File: config.mk
export PLATFORM = sky130hd
export DESIGN_NAME = lsu_mem_stage_flat
export DESIGN_NICKNAME = d
export VERILOG_FILES = /design/src/rtl/lsu_mem_stage_pkg.sv /design/src/rtl/lsu_mem_stage_if.sv /design/src/rtl/lsu_load_align.sv /design/src/rtl/lsu_mem_stage.sv /design/src/flat_wrapper.sv
export SDC_FILE = /design/constraint.sdc
export NUM_CORES = 1
export LEC_CHECK = 0
export BUFFER_PORTS_ARGS = -buffer_cell sky130_fd_sc_hd__clkbuf_2
export CORE_ASPECT_RATIO = 1.75
export CORE_UTILIZATION = 39
export CTS_CLUSTER_SIZE = 14
export DETAILED_ROUTE_END_ITERATION = 7
export GPL_TIMING_DRIVEN = 0
export PLACE_DENSITY = 0.64
export SKIP_CTS_REPAIR_TIMING = 1
export SYNTH_ARGS = -nofsm -noshare
export SYNTH_HDL_FRONTEND = slang
export SYNTH_HIERARCHICAL = 1
export SYNTH_SLANG_ARGS = --single-unit
export TNS_END_PERCENT = 20
File: constraint.sdc
create_clock -name i_clk -period 6 [get_ports i_clk]
set_clock_uncertainty 0.15 [all_clocks]
set_input_delay 0.6 -clock i_clk [delete_from_list [all_inputs] [get_ports i_clk]]
set_output_delay 0.6 -clock i_clk [all_outputs]
set_load 0.03 [all_outputs]
File: src/rtl/lsu_mem_stage_pkg.sv
// Shared definitions for the LSU memory stage: opcodes, access sizes,
// FSM state type and funct3 legality helper.
package lsu_mem_stage_pkg;

  localparam int XLEN_DEF = 32;

  localparam logic [6:0] L_OP = 7'b0000011;
  localparam logic [6:0] S_OP = 7'b0100011;
  localparam logic [6:0] I_OP = 7'b0010011;

  // funct3[1:0] is log2 of the access size in bytes
  localparam logic [1:0] SZ_B = 2'd0;
  localparam logic [1:0] SZ_H = 2'd1;
  localparam logic [1:0] SZ_W = 2'd2;
  localparam logic [1:0] SZ_D = 2'd3;

  typedef enum logic [1:0] {ST_IDLE, ST_WAIT, ST_DRAIN} lsu_state_e;

  // Legal funct3 encodings; doubles and LWU exist only on a 64-bit datapath
  function automatic logic f3_legal(input logic [2:0] f3, input logic is_st,
                                    input logic xlen64);
    case (f3)
      3'b000, 3'b001, 3'b010: f3_legal = 1'b1;
      3'b100, 3'b101:         f3_legal = !is_st;
      3'b011:                 f3_legal = xlen64;
      3'b110:                 f3_legal = xlen64 && !is_st;
      default:                f3_legal = 1'b0;
    endcase
  endfunction

endpackage

File: src/rtl/lsu_mem_stage_if.sv
// Data bus between the LSU memory stage (master) and memory (slave).
interface lsu_mem_stage_if #(parameter int XLEN = 32) ();
  localparam int NB = XLEN / 8;

  logic            mem_req;
  logic            mem_we;
  logic [XLEN-1:0] mem_addr;
  logic [XLEN-1:0] mem_wdata;
  logic [NB-1:0]   mem_be;
  logic            mem_ack;
  logic [XLEN-1:0] mem_rdata;

  modport master (output mem_req, mem_we, mem_addr, mem_wdata, mem_be,
                  input  mem_ack, mem_rdata);
  modport slave  (input  mem_req, mem_we, mem_addr, mem_wdata, mem_be,
                  output mem_ack, mem_rdata);
endinterface

File: src/rtl/lsu_load_align.sv
// Load data formatter: picks the addressed byte/half/word/double out of the
// bus word and sign- or zero-extends it to XLEN.
module lsu_load_align #(
  parameter int XLEN = 32,
  localparam int OFFW = $clog2(XLEN / 8)
) (
  input  logic [XLEN-1:0] i_rdata,
  input  logic [OFFW-1:0] i_off,
  input  logic [2:0]      i_funct3,
  output logic [XLEN-1:0] o_data
);

  logic [XLEN-1:0] sh, mask;
  logic            msb;

  // Shift the addressed lane down to bit 0, keep the access width, extend
  always_comb begin
    sh = i_rdata >> {i_off, 3'b000};
    case (i_funct3[1:0])
      2'd0:    begin mask = XLEN'(8'hFF);          msb = sh[7];  end
      2'd1:    begin mask = XLEN'(16'hFFFF);       msb = sh[15]; end
      2'd2:    begin mask = XLEN'(32'hFFFF_FFFF);  msb = sh[31]; end
      default: begin mask = '1;                    msb = 1'b0;   end
    endcase
    o_data = (sh & mask) | ({XLEN{msb & ~i_funct3[2]}} & ~mask);
  end

endmodule

File: src/rtl/lsu_mem_stage.sv
// LSU memory stage between execute and write-back. Issues one registered bus
// request at a time, stalls upstream while it is outstanding, formats load
// data, flags misaligned/illegal accesses and passes other ops through.
// Optional bus watchdog: define LSU_BUS_TIMEOUT_EN.
module lsu_mem_stage
  import lsu_mem_stage_pkg::*;
#(
  parameter int XLEN    = XLEN_DEF,
  parameter int XADDR   = 5,
  parameter int TIMEOUT = 255
) (
  input  logic             i_clk,
  input  logic             i_rst_n,
  input  logic             i_valid,
  output logic             o_ready,
  input  logic [6:0]       i_opcode,
  input  logic [2:0]       i_funct3,
  input  logic [XLEN-1:0]  i_rs2,
  input  logic [XLEN-1:0]  i_alu_result,
  input  logic [XADDR-1:0] i_rd_addr,
  input  logic             i_rd_write,
  input  logic [XLEN-1:0]  i_pc,
  input  logic             i_flush,
  input  logic             i_stall,
  lsu_mem_stage_if.master  bus,
  output logic             o_wb_valid,
  output logic [XLEN-1:0]  o_pc,
  output logic [XADDR-1:0] o_rd_addr,
  output logic             o_rd_write,
  output logic [XLEN-1:0]  o_rd_data,
  output logic [6:0]       o_opcode,
  output logic             o_misalign,
  output logic             o_bus_err
);

  localparam int NB   = XLEN / 8;
  localparam int OFFW = $clog2(NB);

  typedef struct packed {
    logic [XLEN-1:0]  pc;
    logic [XADDR-1:0] rd_addr;
    logic             rd_write;
    logic [XLEN-1:0]  rd_data;
    logic [6:0]       opcode;
  } wb_t;

  lsu_state_e      state;
  logic            mem_req, mem_we;
  logic [XLEN-1:0] mem_addr, mem_wdata;
  logic [NB-1:0]   mem_be;
  wb_t             wb_q, sk_q, hold_q, in_wb, res_ok, res_err;
  logic            wb_vld, sk_vld, misalign;
  logic [2:0]      h_f3;
  logic [OFFW-1:0] h_off;
  logic            h_ld;

  logic            is_ld, is_st, is_mem, bad, acc;
  logic [OFFW-1:0] off;
  logic [2:0]      amask;
  logic [7:0]      be_base;
  logic [NB-1:0]   be_w;
  logic [XLEN-1:0] ld_data;

  // A buffered result must reach write-back before a new instruction can
  // produce one, so a full skid register also holds off acceptance.
  assign o_ready = i_rst_n && (state == ST_IDLE) && !i_stall && !sk_vld;
  assign acc     = i_valid && o_ready;

  assign is_ld  = (i_opcode == L_OP);
  assign is_st  = (i_opcode == S_OP);
  assign is_mem = is_ld || is_st;
  assign off    = i_alu_result[OFFW-1:0];

  // Size-dependent alignment mask and base byte-enable pattern
  always_comb begin
    case (i_funct3[1:0])
      SZ_B:    begin amask = 3'd0; be_base = 8'h01; end
      SZ_H:    begin amask = 3'd1; be_base = 8'h03; end
      SZ_W:    begin amask = 3'd3; be_base = 8'h0F; end
      default: begin amask = 3'd7; be_base = 8'hFF; end
    endcase
  end

  assign bad  = !f3_legal(i_funct3, is_st, XLEN == 64) || (|(3'(off) & amask));
  assign be_w = NB'(be_base) << off;

  // Incoming instruction as it would appear on the write-back bundle
  always_comb begin
    in_wb.pc       = i_pc;
    in_wb.rd_addr  = i_rd_addr;
    in_wb.rd_write = i_rd_write && (i_rd_addr != '0) && !is_st && !(is_mem && bad);
    in_wb.rd_data  = is_mem ? '0 : i_alu_result;
    in_wb.opcode   = i_opcode;
  end

  lsu_load_align #(.XLEN(XLEN)) u_align (
    .i_rdata  (bus.mem_rdata),
    .i_off    (h_off),
    .i_funct3 (h_f3),
    .o_data   (ld_data)
  );

  // Completed bus result, and the no-data result used on a watchdog abort
  always_comb begin
    res_ok = hold_q;
    if (h_ld) res_ok.rd_data = ld_data;
    res_err          = hold_q;
    res_err.rd_write = 1'b0;
    res_err.rd_data  = '0;
  end

`ifdef LSU_BUS_TIMEOUT_EN
  localparam int CW = $clog2(TIMEOUT + 1);
  logic [CW-1:0] tmo_cnt;
  logic          tmo_hit, bus_err;
  assign tmo_hit   = (tmo_cnt == CW'(TIMEOUT - 1));
  assign o_bus_err = bus_err;
`else
  // TIMEOUT is always positive, so this folds to a constant 0
  assign o_bus_err = (TIMEOUT < 0);
`endif

  // Stage FSM with all registered outputs
  always_ff @(posedge i_clk or negedge i_rst_n) begin
    if (!i_rst_n) begin
      state     <= ST_IDLE;
      mem_req   <= 1'b0;
      mem_we    <= 1'b0;
      mem_addr  <= '0;
      mem_wdata <= '0;
      mem_be    <= '0;
      wb_q      <= '0;
      wb_vld    <= 1'b0;
      sk_q      <= '0;
      sk_vld    <= 1'b0;
      hold_q    <= '0;
      h_f3      <= '0;
      h_off     <= '0;
      h_ld      <= 1'b0;
      misalign  <= 1'b0;
`ifdef LSU_BUS_TIMEOUT_EN
      tmo_cnt   <= '0;
      bus_err   <= 1'b0;
`endif
    end else begin
      misalign <= 1'b0;
`ifdef LSU_BUS_TIMEOUT_EN
      bus_err  <= 1'b0;
`endif
      // write-back advances only when not stalled; skid drains first
      if (!i_stall) begin
        wb_vld <= sk_vld;
        if (sk_vld) wb_q <= sk_q;
        sk_vld <= 1'b0;
      end
      case (state)
        ST_IDLE: begin
          if (acc && !i_flush) begin
            if (!is_mem) begin
              wb_vld <= 1'b1;
              wb_q   <= in_wb;
            end else if (bad) begin
              misalign <= 1'b1;
              wb_vld   <= 1'b1;
              wb_q     <= in_wb;
            end else begin
              mem_req   <= 1'b1;
              mem_we    <= is_st;
              mem_addr  <= {i_alu_result[XLEN-1:OFFW], {OFFW{1'b0}}};
              mem_wdata <= i_rs2 << {off, 3'b000};
              mem_be    <= is_st ? be_w : '0;
              hold_q    <= in_wb;
              h_f3      <= i_funct3;
              h_off     <= off;
              h_ld      <= is_ld;
              state     <= ST_WAIT;
`ifdef LSU_BUS_TIMEOUT_EN
              tmo_cnt   <= '0;
`endif
            end
          end
        end
        ST_WAIT, ST_DRAIN: begin
          if (bus.mem_ack) begin
            mem_req <= 1'b0;
            state   <= ST_IDLE;
            if (state == ST_WAIT && !i_flush) begin
              if (i_stall) begin sk_q <= res_ok; sk_vld <= 1'b1; end
              else         begin wb_q <= res_ok; wb_vld <= 1'b1; end
            end
          end
`ifdef LSU_BUS_TIMEOUT_EN
          else if (tmo_hit) begin
            mem_req <= 1'b0;
            bus_err <= 1'b1;
            state   <= ST_IDLE;
            if (state == ST_WAIT && !i_flush) begin
              if (i_stall) begin sk_q <= res_err; sk_vld <= 1'b1; end
              else         begin wb_q <= res_err; wb_vld <= 1'b1; end
            end
          end
`endif
          else begin
`ifdef LSU_BUS_TIMEOUT_EN
            tmo_cnt <= tmo_cnt + CW'(1);
`endif
            if (i_flush) state <= ST_DRAIN;
          end
        end
        default: state <= ST_IDLE;
      endcase
    end
  end

`ifndef LSU_BUS_TIMEOUT_EN
  // watchdog result path exists only with the timeout feature
  logic unused_res_err;
  assign unused_res_err = ^res_err;
`endif

  assign bus.mem_req   = mem_req;
  assign bus.mem_we    = mem_we;
  assign bus.mem_addr  = mem_addr;
  assign bus.mem_wdata = mem_wdata;
  assign bus.mem_be    = mem_be;

  assign o_wb_valid = wb_vld;
  assign o_pc       = wb_q.pc;
  assign o_rd_addr  = wb_q.rd_addr;
  assign o_rd_write = wb_q.rd_write;
  assign o_rd_data  = wb_q.rd_data;
  assign o_opcode   = wb_q.opcode;
  assign o_misalign = misalign;

endmodule

File: src/flat_wrapper.sv
// flat-port wrapper written by rule: the top's interface ports become plain ports
module lsu_mem_stage_flat import lsu_mem_stage_pkg::*;
#(
  parameter int XLEN    = XLEN_DEF,
  parameter int XADDR   = 5,
  parameter int TIMEOUT = 255
)
  (i_clk, i_rst_n, i_valid, o_ready, i_opcode, i_funct3, i_rs2, i_alu_result, i_rd_addr, i_rd_write, i_pc, i_flush, i_stall, o_wb_valid, o_pc, o_rd_addr, o_rd_write, o_rd_data, o_opcode, o_misalign, o_bus_err, bus_mem_req, bus_mem_we, bus_mem_addr, bus_mem_wdata, bus_mem_be, bus_mem_ack, bus_mem_rdata);
  lsu_mem_stage_if #(.XLEN(XLEN)) bus_i ();
  input  logic i_clk;
  input  logic i_rst_n;
  input  logic i_valid;
  output logic o_ready;
  input  logic [6:0] i_opcode;
  input  logic [2:0] i_funct3;
  input  logic [XLEN-1:0] i_rs2;
  input  logic [XLEN-1:0] i_alu_result;
  input  logic [XADDR-1:0] i_rd_addr;
  input  logic i_rd_write;
  input  logic [XLEN-1:0] i_pc;
  input  logic i_flush;
  input  logic i_stall;
  output logic o_wb_valid;
  output logic [XLEN-1:0] o_pc;
  output logic [XADDR-1:0] o_rd_addr;
  output logic o_rd_write;
  output logic [XLEN-1:0] o_rd_data;
  output logic [6:0] o_opcode;
  output logic o_misalign;
  output logic o_bus_err;
  output wire logic [$bits(bus_i.mem_req)-1:0] bus_mem_req;
  output wire logic [$bits(bus_i.mem_we)-1:0] bus_mem_we;
  output wire logic [$bits(bus_i.mem_addr)-1:0] bus_mem_addr;
  output wire logic [$bits(bus_i.mem_wdata)-1:0] bus_mem_wdata;
  output wire logic [$bits(bus_i.mem_be)-1:0] bus_mem_be;
  input wire logic [$bits(bus_i.mem_ack)-1:0] bus_mem_ack;
  input wire logic [$bits(bus_i.mem_rdata)-1:0] bus_mem_rdata;
  assign bus_mem_req = bus_i.mem_req;
  assign bus_mem_we = bus_i.mem_we;
  assign bus_mem_addr = bus_i.mem_addr;
  assign bus_mem_wdata = bus_i.mem_wdata;
  assign bus_mem_be = bus_i.mem_be;
  assign bus_i.mem_ack = bus_mem_ack;
  assign bus_i.mem_rdata = bus_mem_rdata;
  lsu_mem_stage #(.XLEN(XLEN), .XADDR(XADDR), .TIMEOUT(TIMEOUT)) u_core (.i_clk(i_clk), .i_rst_n(i_rst_n), .i_valid(i_valid), .o_ready(o_ready), .i_opcode(i_opcode), .i_funct3(i_funct3), .i_rs2(i_rs2), .i_alu_result(i_alu_result), .i_rd_addr(i_rd_addr), .i_rd_write(i_rd_write), .i_pc(i_pc), .i_flush(i_flush), .i_stall(i_stall), .bus(bus_i), .o_wb_valid(o_wb_valid), .o_pc(o_pc), .o_rd_addr(o_rd_addr), .o_rd_write(o_rd_write), .o_rd_data(o_rd_data), .o_opcode(o_opcode), .o_misalign(o_misalign), .o_bus_err(o_bus_err));
endmodule
==> results of run 1 <==
==> cells by family after synthesis <==
| group | count (synthesis) | synth area share |
|---|---|---|
| and+or+nand+nor | 246 | 0.0877 |
| AOI/OAI and AO/OA | 296 | 0.140 |
| muxes | 261 | 0.191 |
| adders and majority gates | 3 | 0.00256 |
| other | 1 | 0.000256 |
| DFF | 310 | 0.530 |
| buffers and inverters | 147 | 0.0485 |
==> Yosys cell counts (2+ instances only) <==
master / number / share of area
and2_1: 37 / 0.016
nand2_1: 101 / 0.026
mux2i_1: 132 / 0.090
a222oi_1: 2 / 0.0014
buf_2: 22 / 0.0075
buf_4: 15 / 0.0077
or2_2: 10 / 0.0043
nor3_1: 7 / 0.0024
nand4bb_4: 2 / 0.0038
o22a_1: 3 / 0.0018
ha_1: 3 / 0.0026
a21o_1: 3 / 0.0015
o32ai_1: 7 / 0.0042
o32ai_2: 2 / 0.0022
o21ai_0: 99 / 0.034
nand3_1: 5 / 0.0017
a211oi_1: 17 / 0.0087
nor2_1: 42 / 0.011
nand2b_1: 9 / 0.0038
o221ai_2: 10 / 0.010
o211ai_1: 6 / 0.0031
mux2_1: 2 / 0.0015
o221ai_1: 54 / 0.032
o21ai_1: 7 / 0.0024
a22oi_1: 9 / 0.0046
a31oi_1: 8 / 0.0034
mux4_2: 2 / 0.0031
inv_1: 46 / 0.012
buf_1: 13 / 0.0033
nor2b_1: 19 / 0.0081
mux2_2: 125 / 0.096
o22ai_1: 5 / 0.0021
buf_6: 10 / 0.0077
dfrtp_1: 310 / 0.53
a22o_1: 2 / 0.0012
clkbuf_1: 40 / 0.010
o31ai_1: 10 / 0.0051
a21oi_1: 45 / 0.015
==> area by class of cell <==
class / count / area (µm²)
fill: 3439 / 19100
sequential: 310 / 7760
multi-input combinational: 809 / 6180
timing repair buffer: 299 / 1580
clock buffer: 37 / 807
tap: 475 / 594
buffer: 100 / 534
inverter: 47 / 176
clock inverter: 12 / 104
antenna: 1 / 2.50
==> path summary, 6_finish.rpt <==
kind / startpoint / end / slack (ns) / cells past startpoint
min in group asynchronous: i_rst_n / u_core/bus.mem_addr[12] / 0.39 / 2
max reg2reg: u_core/state[1] / u_core/sk_q[24] / 2.97 / 7
max in group asynchronous: i_rst_n / u_core/bus.mem_wdata[1] / 4.02 / 4
min: i_alu_result[3] / u_core/o_rd_data[3] / 0.1 / 3
min reg2reg: u_core/bus.mem_we / u_core/bus.mem_we / 0.33 / 1
max: i_rst_n / u_core/o_pc[16] / 2.55 / 8
==> per-layer routing <==
metal	part of all wire	GRT usage	vias to the layer above
met5	0.00017	0	-
met4	0.053	0.133	2
met3	0.047	0.0317	115
met2	0.54	0.453	390
met1	0.36	0.273	5706
li1	-	-	5210
==> through the flow <==
| stage | setup TNS, ns | util | power [µW] | setup slack [ns] | hold WS (ns) |
|---|---|---|---|---|---|
| floorplan | 0 | - | 2810 | 3.66 | 0.154 |
| global placement | -1414.97 | 0.453 | 3140 | -2.97 | 0.311 |
| detailed placement | 0 | 0.456 | 3160 | 2.47 | 0.320 |
| CTS | 0 | 0.481 | 4990 | 2.94 | -0.187 |
| global route | 0 | 0.481 | 5120 | 2.23 | 0.108 |
| finish | 0 | 0.481 | 4940 | 2.55 | 0.0998 |
==> power groups by stage <==
stage                     clock network (µW)  registers, µW  logic, µW
after floorplan                            0           2540        262
after global placement                     0           2330        819
after detailed placement                   0           2330        835
after CTS                               1870           2290        837
after global routing                    1940           2300        890
final                                   1820           2290        830
==> state kept, by name (all words and copies together) (netlist names), 5 cells and up <==
register and flops:
u_core/o_rd_data 32, u_core/o_pc 32, u_core/bus.mem_wdata 32, u_core/o_rd_addr 5, u_core/bus.mem_addr 30, u_core/sk_q 77
u_core/o_opcode 7, u_core/hold_q 77
==> worst register-to-register path: cells and delay by family, from the launching register on <==
family,cells,cell delay (ns)
adders and majority gates,1,0.42
DFF,1,0.37
AOI/OAI and AO/OA,1,0.17
buffers and inverters,3,1.37
and+or+nand+nor,2,0.40
==> run metrics, run 1 <==
status=complete, no violations; crit end category=flop; fin cells=2090; CTS buffer count=30; PortBufs=295; TritonCTS clock tree=yes; Die Wd=148 µm; measured slew at the worst slew-check pin=1.16 ns; post-route ant nets=0; Post-Syn Area=14600 µm²; area grow syn2layout=21.1%; Total Routed Length=47.6 mm; Sw Ratio=0.296; Initial Util=0.397; boundary pin count=301; period utilization=0.575; Pins Over Slew Limit=0; CP startpoint kind=input port; Post-Synthesis Cells=1264; post-route cell area=17700 µm²; most common cell after layout, fill and taps aside=dfrtp_1; die area=38400 µm²; Async SR Flop Fraction=1.00; htree depth=1; detailed-router iteration count before antenna repair=7; routability cong.=0.925; WP data required=6.33 ns; kind of critical path=in -> reg; global-route usage over all layers=0.247; wire per inst=22.8 µm; commonest non-fill, non-tap cells in the layout=310 x dfrtp_1, 294 x clkbuf_2, 132 x mux2i_1; synthesized area per cell=11.6 µm²; power per cell area=278 nW/µm²; HP Class=in -> reg; deepest clock path buffer count=3; CP arrival=3.78 ns; Int Power=3480 µW; number of flops mapped to enable cells by yosys=0; share of power burned in registers=0.463; Die H=258 µm; Yosys cell types=61; vias in the first global route=12080; Rows=93; Setup-failing EPs final=0; DRC violations left=0; Yosys warnings=6; Max-Cap Viols=0; RSZ-0062 raised after global routing=false; Placed Cells=2039; post-route minimum period=3.45 ns; layout cells sized above 1=0.344; initial antenna violation count=2; Net Sw Power=1460 µW; placed inst area=16800 µm²; DR vias=11423; vias per cell=5.47; Primary FF master, synth=dfrtp_1; clock latency on the worst-skew pair=0.58 ns; crit path cell chain=dlygate4sd3_1 -> clkbuf_8 -> buf_16 -> nand4bb_4 -> nor3_1 -> nand2_1 -> clkbuf_1 -> o221ai_1; VDD IR-drop max=0.223 mV; # nets final=1750; Max stage delay on crit path=0.70 ns; fmax=290 MHz; DPL Wire Length=35.4 mm; CP bufs+invs=4; clock network power share=0.369; CTS Root Cell=clkbuf_16; Critical-path top delay cell=nor3_1; CTS Sinks=310; Top delay family on crit path=buffers and inverters; combinational share of power=0.168; Detailed Route Iter0 Violations=618; first-pass GRT wire length=71.6 mm; maximum number of pins on one net before global-route repair=102; final hold violation count=0; area of the core=36900 µm²; Slew HR=0.220; Critical Path Fanout Max=76; LEAKAGE=0.00867 µW; Seq/Total Area, Yosys=0.530; Overflow after GRT=0; #FFs+latches synth=310; clock-pin slew of the registers on the worst-case setup and hold paths=0.06 ns
Power figures use the tool's default switching activity.
==> run 2, diff against run 1 <==
==> constraint.sdc (replaced) <==
create_clock -name i_clk -period 3.5 [get_ports i_clk]
set_clock_uncertainty 0.15 [all_clocks]
set_input_delay 0.35 -clock i_clk [delete_from_list [all_inputs] [get_ports i_clk]]
set_output_delay 0.35 -clock i_clk [all_outputs]
set_load 0.03 [all_outputs]
==> run metrics, run 2 (synthesis gave the netlist of run 1 again) <==
measured slew at the worst slew-check pin=1.14 ns (was 1.16 ns); htree depth=1 (unchanged); most common cell after layout, fill and taps aside=dfrtp_1 (unchanged); WP data required=3.78 ns (was 6.33 ns); clock network power share=0.364 (was 0.369); area of the core=36900 µm² (unchanged); Initial Util=0.397 (unchanged); HP Class=in -> reg (unchanged); CTS buffer count=30 (unchanged); Detailed Route Iter0 Violations=613 (was 618); clock-pin slew of the registers on the worst-case setup and hold paths=0.07 ns (was 0.06 ns); worst r2r src=u_core/state[1] (unchanged); Total Routed Length=48.2 mm (was 47.6 mm); detailed-router iteration count before antenna repair=5 (was 7); wire per inst=22.2 µm (was 22.8 µm); DRC violations left=0 (unchanged); boundary pin count=301 (unchanged); Reg2Reg Depth=7 (unchanged); combinational share of power=0.176 (was 0.168); pre-CTS WS=0.215 ns (was 2.47 ns); Max-Cap Viols=0 (unchanged); Die H=258 µm (unchanged); commonest non-fill, non-tap cells in the layout=310 x dfrtp_1, 294 x clkbuf_2, 132 x mux2i_1 (unchanged); share of power burned in registers=0.459 (was 0.463); Setup-failing EPs final=0 (unchanged); clock latency on the worst-skew pair=0.58 ns (about the same); PortBufs=295 (unchanged); vias in the first global route=12080 (unchanged); RR Endpoint=u_core/sk_q[24] (unchanged); VDD IR-drop max=0.375 mV (was 0.223 mV); reg2reg setup slack=0.46 ns (was 2.97 ns); status=complete, but fails checks (was complete, no violations); failing checks=hold timing; LEAKAGE=0.00904 µW (was 0.00867 µW); CP arrival=3.32 ns (was 3.78 ns); Rows=93 (unchanged); area grow syn2layout=27.1% (was 21.1%); Pins Over Slew Limit=0 (unchanged); post-route minimum period=3.04 ns; kind of critical path=reg -> reg (was in -> reg); Fin Hold WS=-0.00904 ns (was 0.0998 ns); crit end category=flop (unchanged); initial antenna violation count=1 (was 2); Slew HR=0.233 (was 0.220); layout cells sized above 1=0.328 (was 0.344); vias per cell=5.43 (was 5.47); TritonCTS clock tree=yes (unchanged); CP startpoint kind=flop (was input port); top flop regs=u_core/hold_q: 77 flops, u_core/sk_q: 77 flops (unchanged); global-route usage over all layers=0.247 (unchanged); RSZ-0062 raised after global routing=false (unchanged); final hold violation count=1 (was 0); DPL Wire Length=35.4 mm (unchanged); DR vias=11826 (was 11423); power per cell area=459 nW/µm² (was 278 nW/µm²); Net Sw Power=2520 µW (was 1460 µW); CTS Root Cell=clkbuf_16 (unchanged); Int Power=6020 µW (was 3480 µW); Die Wd=148 µm (unchanged); maximum number of pins on one net before global-route repair=102 (unchanged); post-route ant nets=0 (unchanged); Core Util, Final=0.505 (was 0.481); # nets final=1836 (was 1750); post-route worst setup slack=0.459 ns (was 2.55 ns); fmax=329 MHz; Overflow after GRT=0 (unchanged); die area=38400 µm² (unchanged); routability cong.=0.925 (unchanged); period utilization=0.869; Sw Ratio=0.295 (was 0.296); first-pass GRT wire length=71.6 mm (unchanged); Critical Path Fanout Max=10 (was 76); deepest clock path buffer count=3 (unchanged); Worst setup endpoint=u_core/sk_q[24] (was u_core/o_pc[16]); Critical Path Start=u_core/state[1] (was i_rst_n); CTS Sinks=310 (unchanged)
-- run 2: changes by cell type in the layout (fill, tap and decap cells not counted) --
cell	delta
dlygate4sd3_1	+85
buf_16	+1
-- run 2: power by group through the flow --
stage          clock network, µW  registers, µW  logic [µW]
6_report                    3110           3920        1510
5_1_grt                     3320           3940        1610
4_1_cts                     3200           3920        1440
3_5_place_dp                   0           3990        1430
3_3_place_gp                   0           3990        1400
2_1_floorplan                  0           4360         448
-- run 2: critical path, cell delays in order (launching register included) --
cell,delay (ns)
dfrtp_1,0.37
inv_1,0.09
ha_1,0.42
nand3b_1,0.18
nor2_1,0.22
clkbuf_1,0.68
clkbuf_1,0.59
a21oi_1,0.17
-- run 2: metrics by stage --
stage | TNS, ns | hold slack [ns] | power [µW] | area [µm²] | cells
detailed placement | 0 | 0.185 | 5420 | 16800 | 2039
CTS | 0 | -0.437 | 8560 | 17700 | 2088
finish | 0 | -0.00904 | 8540 | 18600 | 2176
global placement | -2636.47 | 0.311 | 5390 | 16700 | 2036
global route | 0 | 0.0117 | 8870 | 18600 | 2176
floorplan | 0 | -0.0956 | 4810 | 14700 | 1266
-- run 2: area by class of cell --
cell class                      instances  area (µm²)
Buffer                                100         534
Antenna cell                            1        2.50
Timing Repair Buffer                  385        2460
Inverter                               47         176
Clock buffer                           37         807
Multi-Input combinational cell        809        6180
Clock inverter                         12         104
Tap cell                              475         594
Sequential cell                       310        7760
Fill cell                            3319       18300
-- run 2: how the worst min path moves through the flow --
stage,from,end,slack (ns),depth (start not counted)
3_3_place_gp,u_core/bus.mem_we,u_core/bus.mem_we,0.31,1
5_1_grt,i_flush,u_core/state[1],0.01,3
2_1_floorplan,i_rst_n,u_core/bus.mem_addr[10],-0.1,0
3_5_place_dp,i_rst_n,u_core/bus.mem_addr[12],0.18,1
4_1_cts,i_rst_n,u_core/bus.mem_addr[23],-0.44,1
6_report,i_flush,u_core/state[1],-0.009,3
-- run 2: layer usage --
metal  wire length (µm)  vias up  GRT usage  part of all wire
met4               2590        0      0.133             0.054
met1              17400     5918      0.273              0.36
met5                  0        -          0                 0
met2              25900      407      0.453              0.54
li1                   -     5383          -                 -
met3               2310      118     0.0317             0.048
